<file path="config.mk">
export PLATFORM = sky130hd
export DESIGN_NAME = calc_datapath_seq
export DESIGN_NICKNAME = d
export VERILOG_FILES = /design/src/rtl/calc_datapath_seq.sv
export SDC_FILE = /design/constraint.sdc
export NUM_CORES = 1
export LEC_CHECK = 0
export BUFFER_PORTS_ARGS = -buffer_cell sky130_fd_sc_hd__buf_2
export CORE_MARGIN = 2
export CORE_UTILIZATION = 50
export CTS_BUF_LIST = sky130_fd_sc_hd__clkbuf_4 sky130_fd_sc_hd__clkbuf_8
export CTS_CLUSTER_DIAMETER = 150
export DETAILED_ROUTE_END_ITERATION = 10
export PLACE_DENSITY = 0.76
export SYNTH_ARGS = -nofsm -noshare
export SYNTH_HDL_FRONTEND = slang
export SYNTH_SLANG_ARGS = --single-unit
</file>
<file path="constraint.sdc">
create_clock -name clk -period 9.6 [get_ports clk]
set_input_delay 1.44 -clock clk [delete_from_list [all_inputs] [get_ports clk]]
set_output_delay 1.44 -clock clk [all_outputs]
set_load 0.02 [all_outputs]
</file>
<file path="src/rtl/calc_datapath_seq.sv">
// Calculator datapath: decimal digit entry, WIDTH-bit accumulator, iterative MUL/DIV.
// Build option: define CALC_SAT_EN to saturate on overflow/borrow instead of wrapping.
module calc_datapath_seq #(
    parameter int WIDTH   = 16,
    parameter int DIGIT_W = 4
) (
    input  logic               clk,
    input  logic               rst_n,
    input  logic               digit_valid,
    input  logic [DIGIT_W-1:0] digit,
    input  logic               clear_entry,
    input  logic               clear_all,
    input  logic [2:0]         op_code,
    input  logic               op_start,
    input  logic               sel_display,
    output logic               busy,
    output logic               done,
    output logic               ovf,
    output logic               dbz,
    output logic [WIDTH-1:0]   disp_value
);

    typedef enum logic [1:0] {S_IDLE, S_EXEC, S_ITER, S_FIN} state_t;
    typedef enum logic [2:0] {
        OP_ADD  = 3'd0, OP_SUB = 3'd1, OP_MUL = 3'd2, OP_DIV  = 3'd3,
        OP_AND  = 3'd4, OP_OR  = 3'd5, OP_XOR = 3'd6, OP_LOAD = 3'd7
    } op_t;

`ifdef CALC_SAT_EN
    localparam bit SAT_EN = 1'b1;
`else
    localparam bit SAT_EN = 1'b0;
`endif
    localparam int               CNT_W    = $clog2(WIDTH);
    localparam logic [WIDTH-1:0] ALL_ONES = {WIDTH{1'b1}};

    state_t               r_state, w_state_next;
    op_t                  r_op;
    logic [WIDTH-1:0]     r_entry, r_acc;
    logic                 r_ovf, r_dbz;
    logic [CNT_W-1:0]     r_cnt;
    logic [2*WIDTH-1:0]   r_prod, r_mcand;
    logic [WIDTH-1:0]     r_mplier, r_rem, r_quot;

    logic                 w_entry_zero, w_iterative, w_last;
    logic [WIDTH+3:0]     w_entry_ext, w_entry_new;
    logic                 w_digit_ok, w_digit_ovf;
    logic [WIDTH-1:0]     w_digit_val;
    logic [WIDTH:0]       w_sum, w_diff;
    logic [WIDTH-1:0]     w_alu_res;
    logic                 w_alu_ovf;
    logic [2*WIDTH-1:0]   w_prod_next;
    logic                 w_mul_ovf;
    logic [WIDTH-1:0]     w_mul_res;
    logic [WIDTH:0]       w_rem_sh;
    logic                 w_rem_ge;
    logic [WIDTH-1:0]     w_rem_next, w_quot_next;

    assign w_entry_zero = (r_entry == '0);
    assign w_iterative  = (r_op == OP_MUL) || ((r_op == OP_DIV) && !w_entry_zero);
    assign w_last       = (r_cnt == CNT_W'(WIDTH - 1));

    // entry*10 + digit, evaluated 4 bits wider so the true value is visible for overflow
    assign w_entry_ext = {4'b0000, r_entry};
    assign w_entry_new = (w_entry_ext << 3) + (w_entry_ext << 1) + (WIDTH+4)'(digit);
    assign w_digit_ok  = (digit <= DIGIT_W'(9));
    assign w_digit_ovf = |w_entry_new[WIDTH+3:WIDTH];
    assign w_digit_val = (SAT_EN && w_digit_ovf) ? ALL_ONES : w_entry_new[WIDTH-1:0];

    assign w_sum  = {1'b0, r_acc} + {1'b0, r_entry};
    assign w_diff = {1'b0, r_acc} - {1'b0, r_entry};

    // NOTE: every output of a combinational block gets a default first, so no path infers a latch.
    always_comb begin
        w_alu_res = r_acc;
        w_alu_ovf = 1'b0;
        case (r_op)
            OP_ADD: begin
                w_alu_ovf = w_sum[WIDTH];
                w_alu_res = (SAT_EN && w_sum[WIDTH]) ? ALL_ONES : w_sum[WIDTH-1:0];
            end
            OP_SUB: begin
                w_alu_ovf = w_diff[WIDTH];
                w_alu_res = (SAT_EN && w_diff[WIDTH]) ? '0 : w_diff[WIDTH-1:0];
            end
            OP_AND:  w_alu_res = r_acc & r_entry;
            OP_OR:   w_alu_res = r_acc | r_entry;
            OP_XOR:  w_alu_res = r_acc ^ r_entry;
            OP_LOAD: w_alu_res = r_entry;
            default: w_alu_res = r_acc;
        endcase
    end

    // One multiplier bit (shift-add) and one quotient bit (restoring) per ITER cycle
    assign w_prod_next = r_mplier[0] ? (r_prod + r_mcand) : r_prod;
    assign w_mul_ovf   = |w_prod_next[2*WIDTH-1:WIDTH];
    assign w_mul_res   = (SAT_EN && w_mul_ovf) ? ALL_ONES : w_prod_next[WIDTH-1:0];

    assign w_rem_sh    = {r_rem, r_quot[WIDTH-1]};
    assign w_rem_ge    = (w_rem_sh >= {1'b0, r_entry});
    assign w_rem_next  = w_rem_ge ? WIDTH'(w_rem_sh - {1'b0, r_entry}) : w_rem_sh[WIDTH-1:0];
    assign w_quot_next = {r_quot[WIDTH-2:0], w_rem_ge};

    always_comb begin
        w_state_next = r_state;
        case (r_state)
            S_IDLE:  if (op_start && !clear_entry) w_state_next = S_EXEC;
            S_EXEC:  w_state_next = w_iterative ? S_ITER : S_FIN;
            S_ITER:  if (w_last) w_state_next = S_FIN;
            S_FIN:   w_state_next = S_IDLE;
            default: w_state_next = S_IDLE;
        endcase
        if (clear_all) w_state_next = S_IDLE;
    end

    // NOTE: sequential state is written only with non-blocking assignments so every flop samples pre-edge values.
    always_ff @(posedge clk or negedge rst_n) begin
        if (!rst_n) r_state <= S_IDLE;
        else        r_state <= w_state_next;
    end

    // NOTE: the iteration scratch registers are reset too, so nothing in the block powers up as X.
    always_ff @(posedge clk or negedge rst_n) begin
        if (!rst_n) begin
            r_op     <= OP_ADD;
            r_entry  <= '0;
            r_acc    <= '0;
            r_ovf    <= 1'b0;
            r_dbz    <= 1'b0;
            r_cnt    <= '0;
            r_prod   <= '0;
            r_mcand  <= '0;
            r_mplier <= '0;
            r_rem    <= '0;
            r_quot   <= '0;
        end else if (clear_all) begin
            r_entry <= '0;
            r_acc   <= '0;
            r_ovf   <= 1'b0;
            r_dbz   <= 1'b0;
        end else begin
            case (r_state)
                S_IDLE: begin
                    if (clear_entry) begin
                        r_entry <= '0;
                    end else if (op_start) begin
                        r_op <= op_t'(op_code);
                    end else if (digit_valid && w_digit_ok) begin
                        r_entry <= w_digit_val;
                        if (w_digit_ovf) r_ovf <= 1'b1;
                    end
                end
                S_EXEC: begin
                    r_ovf    <= 1'b0;
                    r_dbz    <= 1'b0;
                    r_cnt    <= '0;
                    r_prod   <= '0;
                    r_mcand  <= {{WIDTH{1'b0}}, r_acc};
                    r_mplier <= r_entry;
                    r_rem    <= '0;
                    r_quot   <= r_acc;
                    if (w_iterative) begin
                        r_ovf <= 1'b0;
                    end else if (r_op == OP_DIV) begin
                        r_dbz   <= 1'b1;
                        r_entry <= '0;
                    end else begin
                        r_acc   <= w_alu_res;
                        r_ovf   <= w_alu_ovf;
                        r_entry <= '0;
                    end
                end
                S_ITER: begin
                    r_cnt    <= r_cnt + 1'b1;
                    r_prod   <= w_prod_next;
                    r_mcand  <= r_mcand << 1;
                    r_mplier <= r_mplier >> 1;
                    r_rem    <= w_rem_next;
                    r_quot   <= w_quot_next;
                    if (w_last) begin
                        r_acc   <= (r_op == OP_MUL) ? w_mul_res : w_quot_next;
                        r_ovf   <= (r_op == OP_MUL) && w_mul_ovf;
                        r_entry <= '0;
                    end
                end
                default: begin
                end
            endcase
        end
    end

    assign busy       = (r_state != S_IDLE);
    assign done       = (r_state == S_FIN);
    assign ovf        = r_ovf;
    assign dbz        = r_dbz;
    assign disp_value = sel_display ? r_acc : r_entry;

endmodule

</file>
==> results.txt, run 1 <==
Summing internal, switching and leakage power gives between 4 and 5 mW. The setup TNS came out at 0 ns. Ranked by instance count, the synthesized netlist is headed by 227 x sky130_fd_sc_hd__nand2_1, 185 x sky130_fd_sc_hd__o21ai_0, 155 x sky130_fd_sc_hd__dfrtp_1. The effective utilization at floorplan came out at around 50%.

The detailed-router iteration count before antenna repair came out at 5. The placer's final routability congestion estimate is 0.9465. The die outline area came out at 27990 um^2. The number of antenna violations at the first check in global routing is 1. After the last flow step, the layout net total stands at roughly 1800. The number of flops mapped to enable cells by yosys came out at 0. The required time of the critical path is roughly 9.9 ns. The slew at the pin with the worst max-slew slack came out at about 1.2 ns. The data arrival at the endpoint of the critical path came out at 4.91 ns.

The number of standard cells in the layout, taps in and fillers out came out at 1965. The final worst-path setup slack came out at 5.001 ns. The clock tree skew after final layout is about 0.023 ns. The chip height came out at about 170 um. The layout-stage area growth over the synthesis result is 6.419%. The wire length of the first global-routing pass is roughly 61000 um.

The run finished with clean final reports. The achievable clock frequency came out at approximately 220 MHz. Buffers inserted to repair hold after CTS numbered 0. In this run the tightest slew margin relative to its limit is 16.24%. When the netlist entered floorplanning its net count stood at about 1800. The cell sitting at the root of the clock tree is a sky130_fd_sc_hd__clkbuf_8.

Entering global routing, the biggest net connects around 80 pins. Buffers inserted during clock tree synthesis total 17. Counting flops and latches in the post-synthesis netlist gives 155. The total via count in the routed design came out at ~12000.

For this design the static power due to leakage is approximately 6.6 nW. In the global route stage, overall resource usage came out at between 20% and 30%. The total of max-cap violations came out at 0.

The startpoint-to-endpoint class of the critical path is in2reg. The width of the chip came out at around 170 um. The count of port buffers added during placement came out at 33. The utilization after layout is 54.30%. The initialized floorplan defines slightly below 60 standard-cell rows. The remaining antenna violation count came out at 0. The post-route DRC violation count is 0.

The maximum vdd drop came out at 0.0002757 V. sky130_fd_sc_hd__dfrtp_1 takes more of the synthesized area than any other cell. The total overflow reported by the global router came out at 0.

The iteration-0 DRC count of the detailed router came out at between 1000 and 1500. The share of layout cells above drive strength 1 is approximately 7.3%. The number of sinks driven by the clock tree is approximately 160. Final hold analysis gives a worst-case slack of 0.4896 ns.

The count of final hold-check violations is 0. Setup repair after global routing left no endpoint under its margin. The clock insertion delay at the later pin of the skew report came out at roughly 0.48 ns. Summed over all nets, the half-perimeter wirelength after detailed placement is between 20000 and 30000 um. In the post-synthesis netlist, the biggest area contributors are sky130_fd_sc_hd__dfrtp_1 29%, sky130_fd_sc_hd__ha_1 12%, sky130_fd_sc_hd__o21ai_0 6.9%, sky130_fd_sc_hd__nand2_1 6.4%, sky130_fd_sc_hd__a21oi_1 4.9%. The maximum buffer depth of the clock tree came out at 2. Gates resized during post-CTS repair numbered 0. The diode insertion count for antenna repair is 0. The total number of yosys warnings came out at 0. The worst setup path is captured at a flop.

The worst setup timing slack at the placement stage came out at 4.552 ns. The worst path needs ~4.6 ns of the cycle, external delays included. The post-synthesis instance area is 13330 um^2. Post-CTS timing repair inserted 0 buffers for setup. The count of H-tree levels built during CTS came out at 4. Setup violations remaining at the end of the flow were counted as 0. The mean cell area of the mapped netlist is ~8.1 um^2. The proportion of register bits with asynchronous set or reset after synthesis came out at 100.0%. The cell count after synthesis is roughly 1600. The number of global-route vias before repair came out at between 10000 and 15000. After detailed placement, the design holds a cell count of 1933.

The placed instances occupy a cell area of roughly 14000 um^2. After clock tree synthesis, the clock-pin slew on the worst setup and hold paths is roughly 0.10 ns. The overall routed net length came out at between 30000 and 40000 um. The distinct cell type count after synthesis is 85.

After detailed routing, the average wire length per cell comes to about 19 um. Dividing the detail-routed via count by the number of cells gives about 6.3. The top cell type's share of synthesized area came out at roughly 29%.

The class of the most critical hold timing path is reg2reg. The final design area excluding fillers is ~14000 um^2. The critical-path maximum fanout came out at 3. The most common cell in the synthesized netlist is sky130_fd_sc_hd__nand2_1. The sequential element share of the synthesized area is slightly below 30%. STA classifies the critical path startpoint as an input pin. The prevailing post-synth register cell is sky130_fd_sc_hd__dfrtp_1. The max-slew violation count was 0. The portion of the clock cycle consumed by the worst path in the final layout is a little under half. The power density over cell area is about 290 nW/um^2. The count of pins on the block boundary is 34.

The core region is ~26000 um^2. TritonCTS built the clock tree. The count of fill cells added during filler insertion is approximately 2500.
==> layout by cell type, fill, tap and decap left out, types with 13 or more instances in the layout <==
master / count
sky130_fd_sc_hd__o21ai_0: 184
sky130_fd_sc_hd__ha_1: 131
sky130_fd_sc_hd__xnor2_1: 41
sky130_fd_sc_hd__dfrtp_1: 155
sky130_fd_sc_hd__nor2_1: 99
sky130_fd_sc_hd__buf_2: 32
sky130_fd_sc_hd__a21oi_1: 130
sky130_fd_sc_hd__a211oi_1: 18
sky130_fd_sc_hd__mux2i_1: 57
sky130_fd_sc_hd__nand4_1: 13
sky130_fd_sc_hd__o21bai_1: 13
sky130_fd_sc_hd__o211ai_1: 13
sky130_fd_sc_hd__xor2_1: 19
sky130_fd_sc_hd__o31ai_1: 13
sky130_fd_sc_hd__a21o_1: 39
sky130_fd_sc_hd__nand3_1: 42
sky130_fd_sc_hd__buf_4: 18
sky130_fd_sc_hd__nand2b_1: 18
sky130_fd_sc_hd__nand2_1: 227
sky130_fd_sc_hd__a31oi_1: 17
sky130_fd_sc_hd__nor3_1: 21
sky130_fd_sc_hd__clkbuf_8: 20
sky130_fd_sc_hd__inv_1: 81
sky130_fd_sc_hd__a22o_1: 30
==> power breakdown <==
part	switching, mW	total, mW	internal, mW
clock	0.282	0.616	0.334
sequential	0.150	0.937	0.787
combinational	1.55	2.56	1.01
==> routing by layer <==
metal / up-vias / GRT usage (%) / part of all wire (%)
met5: - / 0 / 0.029
met4: 2 / 10.02 / 3.3
met3: 69 / 4.278 / 6.2
met2: 445 / 43.91 / 45
met1: 5926 / 37.02 / 45
li1: 5850 / - / -
==> worst max-delay path, stage by stage <==
cell and delay, ns:
sky130_fd_sc_hd__buf_2 0.09, sky130_fd_sc_hd__inv_1 0.05, sky130_fd_sc_hd__fa_1 0.52, sky130_fd_sc_hd__inv_1 0.07, sky130_fd_sc_hd__fa_1 0.48, sky130_fd_sc_hd__a211o_1 0.31, sky130_fd_sc_hd__a21oi_1 0.19, sky130_fd_sc_hd__o31ai_1 0.11
sky130_fd_sc_hd__a211oi_1 0.33, sky130_fd_sc_hd__o21bai_1 0.10, sky130_fd_sc_hd__a21oi_1 0.28, sky130_fd_sc_hd__mux2_2 0.38, sky130_fd_sc_hd__o31ai_1 0.34, sky130_fd_sc_hd__or3_1 0.16, sky130_fd_sc_hd__o21ai_1 0.06
==> worst paths after layout <==
kind	slack (ns)	to	from	depth (start not counted)
setup reg to reg	5.15	ovf	r_entry[2]	12
max in group asynchronous	7.06	r_quot[9]	rst_n	2
setup / recovery	5.00	ovf	digit[3]	15
hold / removal	0.49	r_mplier[1]	r_mplier[1]	2
hold reg to reg	0.49	r_mplier[1]	r_mplier[1]	2
min in group asynchronous	1.03	r_cnt[3]	rst_n	1
==> area by class of cell <==
| class | instances | area [um^2] | share of cell area (%) |
|---|---|---|---|
| tap | 335 | 419.2 | 2.954 |
| clock inverter | 12 | 209.0 | 1.473 |
| sequential | 155 | 3879 | 27.33 |
| clock buffer | 20 | 275.3 | 1.940 |
| multi-input combinational | 1309 | 8790 | 61.94 |
| inverter | 83 | 311.5 | 2.196 |
| timing repair buffer | 51 | 306.5 | 2.160 |
==> sequential cells by signal (all words and copies together) (netlist names) <==
register and flops:
dbz 1, ovf 1, r_acc 16, r_cnt 4, r_entry 16, r_mcand 32
r_mplier 16, r_op 3, r_prod 32, r_quot 16, r_rem 16, r_state 2
==> kinds of logic (layout without fill, tap and decap cells) <==
| kind of cell | after synthesis | in the layout | synth area share [%] |
|---|---|---|---|
| xor gates and xnor gates | 60 | 60 | 3.941 |
| and+or+nand+nor | 486 | 486 | 16.32 |
| adders and majority gates | 138 | 138 | 13.29 |
| muxes | 68 | 68 | 5.715 |
| buffers and inverters | 173 | 166 | 5.264 |
| DFF | 155 | 155 | 29.09 |
| AOI/OAI and AO/OA | 557 | 557 | 26.39 |
No activity file was read; power rests on OpenSTA's default activity.
==> run 2, diff against run 1 <==
--- a/config.mk
+++ b/config.mk
@@ -11,7 +11,7 @@
 export CTS_BUF_LIST = sky130_fd_sc_hd__clkbuf_4 sky130_fd_sc_hd__clkbuf_8
 export CTS_CLUSTER_DIAMETER = 150
 export DETAILED_ROUTE_END_ITERATION = 10
-export PLACE_DENSITY = 0.76
+export PLACE_DENSITY = 0.79
 export SYNTH_ARGS = -nofsm -noshare
 export SYNTH_HDL_FRONTEND = slang
 export SYNTH_SLANG_ARGS = --single-unit
==> constraint.sdc (replaced) <==
create_clock -name clk -period 4.2 [get_ports clk]
set_input_delay 0.63 -clock clk [delete_from_list [all_inputs] [get_ports clk]]
set_output_delay 0.63 -clock clk [all_outputs]
set_load 0.02 [all_outputs]
==> run 2 against run 1 <==
Against the previous run:
- routed wire length rose by 0.88%
- first-iteration DRC count increased by 19%
- via count is 1.6% higher
- sequential share of layout area fell by 0.14 points
- cell count is 0.97% higher
- power rose by 130%
- sequential power increased by 130%
- clock-buffer cell count shrank 2
==> results.txt, run 2 (synthesis results as in run 1) <==
Derived from the worst setup path, the maximum achievable clock frequency is approximately 250 MHz. The total of max-cap violations is 0 (unchanged). The width of the chip is 167.3 um (unchanged). The flow ran to the end, and the final reports show no timing, DRC or antenna violations. The aggregate global-route resource usage came out at 27.43% (+0.24 points).

The chip height is 167.3 um (unchanged). The detailed-placement wirelength estimate is 27680 um (+1.6%). The clock insertion delay at the later pin of the skew report was 0.49 ns (about the same). The critical-path maximum fanout came out at 4 (+1). The nature of the critical path endpoint is a flop. The total overflow reported by the global router came out at 0 (unchanged).

The switching portion of total power is 49.47% (+1.2 points). The utilization after layout came out at 54.59% (+0.29 points). The effective utilization at floorplan came to 51.02% (unchanged). The diode insertion count for antenna repair was 0 (unchanged). The class of the most critical hold timing path is in2async. The setup path with the least slack is of type reg2reg.

The total CTS buffers is 17 (unchanged). The kind of start point of the critical path is a flop. The wire length of the first global-routing pass is 62170 um (+1.5%). The number of nets in the layout came out at 1788 (+1.1%). The via density per instance is 6.293 (+0.60%).

The static power due to leakage came to 6.708 nW (+0.94%). The count of pins on the block boundary came out at 34 (unchanged). The required time of the critical path came to 4.58 ns (-5.33 ns).

The headroom to the max-slew limit is 12.14% (-4.1 points). The data arrival at the endpoint of the critical path is 4.34 ns (-0.57 ns). The total via count in the routed design came out at 12485 (+1.6%).

The power density over cell area was 652.1 nW/um^2 (+130%). The logic gate share of total power came out at 64.7% (+2.5 points). The cell-internal power is 4.700 mW (+120%). The post-placement cell area came out at 13880 um^2 (+1.3%). The share of layout cells above drive strength 1 was 8.369% (+1.1 points). Leaving out fill and tap cells, the most frequent cell in the layout is sky130_fd_sc_hd__nand2_1. The post-route DRC violation count was 0 (unchanged). The count of final hold-check violations was 0 (unchanged). The routed length per instance is 19.23 um (about the same). The number of global-route vias before repair came out at 11713 (+0.55%).

The iteration-0 DRC count of the detailed router is 1236 (+19%). The clock period could shrink to a little under 4 ns. The clock tree skew after final layout is 0.03102 ns (+0.008156 ns). The detailed-router iteration count before antenna repair is 7 (+2).

The layout-stage area growth over the synthesis result came out at 6.981%. The switching power came out at 4.601 mW (+130%). TritonCTS built the clock tree.

The final design area excluding fillers came out at 14260 um^2 (+0.53%). The maximum buffer depth of the clock tree came out at 2 (unchanged). The max-slew violation count is 0 (unchanged).

The overall routed net length came out at 38150 um (+0.88%). The area of the core came out at 26130 um^2 (unchanged). The number of sinks driven by the clock tree came out at 155 (unchanged). The count of H-tree levels built during CTS is 4 (unchanged). The setup TNS is 0 ns (unchanged).

The largest registers in the layout are r_mcand (32), r_prod (32). Dividing the final minimum period by the clock period gives between 90% and 100%. The maximum vdd drop came out at 0.0006466 V (+130%). The cell sitting at the root of the clock tree is a sky130_fd_sc_hd__clkbuf_8.

The remaining antenna violation count is 0 (unchanged). The clock share of power came out at 12.5% (-2.5 points). The sequential share of power is 22.8% (about the same). The floorplan row count is 59 (unchanged).

The post-CTS setup buffer count is 0 (unchanged). The total chip power is 9.302 mW (+130%). The hold slack came out at 0.2240 ns (-0.2656 ns). The number of antenna violations at the first check in global routing came out at 0 (-1). The total of endpoints with negative setup slack in the final report came out at 0 (unchanged). In the layout the commonest cells are 227 x sky130_fd_sc_hd__nand2_1, 184 x sky130_fd_sc_hd__o21ai_0, 155 x sky130_fd_sc_hd__dfrtp_1. The number of buffers added to fix hold violations after cts came out at 0 (unchanged). The clock-pin slew on the worst setup and hold paths was 0.11 ns (about the same). The die outline area came out at 27990 um^2 (unchanged). The pin count of the biggest net entering global routing is 131 (+62%). The slew at the pin with the worst max-slew slack is 1.313 ns (+0.06502 ns). The placer's final routability congestion estimate came to 0.9666 (+2.1%). Setup repair after global routing left no endpoint under its margin.

The count of port buffers added during placement came out at 33 (unchanged).
==> run 2: cell types whose count changed in the layout (fill, tap and decap cells not counted), sizes merged <==
cell and delta:
buf +19, bufinv -4, clkbuf -2, clkinv +5, inv +1
==> run 2: critical path, stage by stage, from the launching register on <==
cell,delay (ns)
sky130_fd_sc_hd__dfrtp_1,0.40
sky130_fd_sc_hd__ha_1,0.22
sky130_fd_sc_hd__inv_1,0.07
sky130_fd_sc_hd__fa_1,0.39
sky130_fd_sc_hd__nand2b_1,0.18
sky130_fd_sc_hd__a21oi_1,0.22
sky130_fd_sc_hd__o2111ai_1,0.24
sky130_fd_sc_hd__o211ai_1,0.42
sky130_fd_sc_hd__xor2_1,0.13
sky130_fd_sc_hd__mux2_2,0.30
sky130_fd_sc_hd__a2111oi_1,0.48
sky130_fd_sc_hd__nand4_1,0.23
sky130_fd_sc_hd__nor4_1,0.33
sky130_fd_sc_hd__buf_4,0.19
sky130_fd_sc_hd__o21ai_1,0.07
==> run 2: cell type report <==
cell class	instances	area (um^2)
fill	2404	11870
clock buffer	18	241.5
tap	335	419.2
clock inverter	14	140.1
inverter	83	311.5
timing repair buffer	70	474.2
sequential	155	3879
multi-input combinational	1309	8800
==> run 2: per-stage QoR <==
step,setup slack [ns],instances
after floorplan,0.4246,1637
after global placement,0.1034,1952
after detailed placement,0.07935,1952
after CTS,0.2906,1984
after global routing,0.06145,1984
final,0.2344,1984
==> run 2: layer usage <==
metal	global-route usage, %	part of all wire (%)
met3	3.829	7.5
met1	37.54	43
met2	44.09	45
met4	10.89	3.8
met5	0	0
==> run 2: power groups by stage <==
stage | Sequential [mW] | Combinational (mW) | Clock, mW
final | 2.12 | 6.02 | 1.16
after global routing | 2.16 | 6.64 | 1.23
after CTS | 2.11 | 5.93 | 1.17
after detailed placement | 2.14 | 5.90 | 0
after global placement | 2.13 | 5.77 | 0
after floorplan | 2.05 | 4.46 | 0
==> run 2: worst paths after layout <==
| path | depth (start not counted) | slack (ns) | start | end |
|---|---|---|---|---|
| min reg2reg | 2 | 0.50 | r_mplier[15] | r_mplier[15] |
| min in group clk | 3 | 0.37 | op_code[2] | r_op[2] |
| max in group asynchronous | 2 | 3.15 | rst_n | r_entry[2] |
| max reg2reg | 14 | 0.23 | r_prod[0] | ovf |
| min | 1 | 0.22 | rst_n | r_entry[7] |
| max | 14 | 0.23 | r_prod[0] | ovf |
==> run 2: timing repair <==
action / 4_1_cts / 5_1_grt
hold endpoints to repair: 0 / 0
gates resized for setup: 0 / 1
setup endpoints to repair: 0 / 1
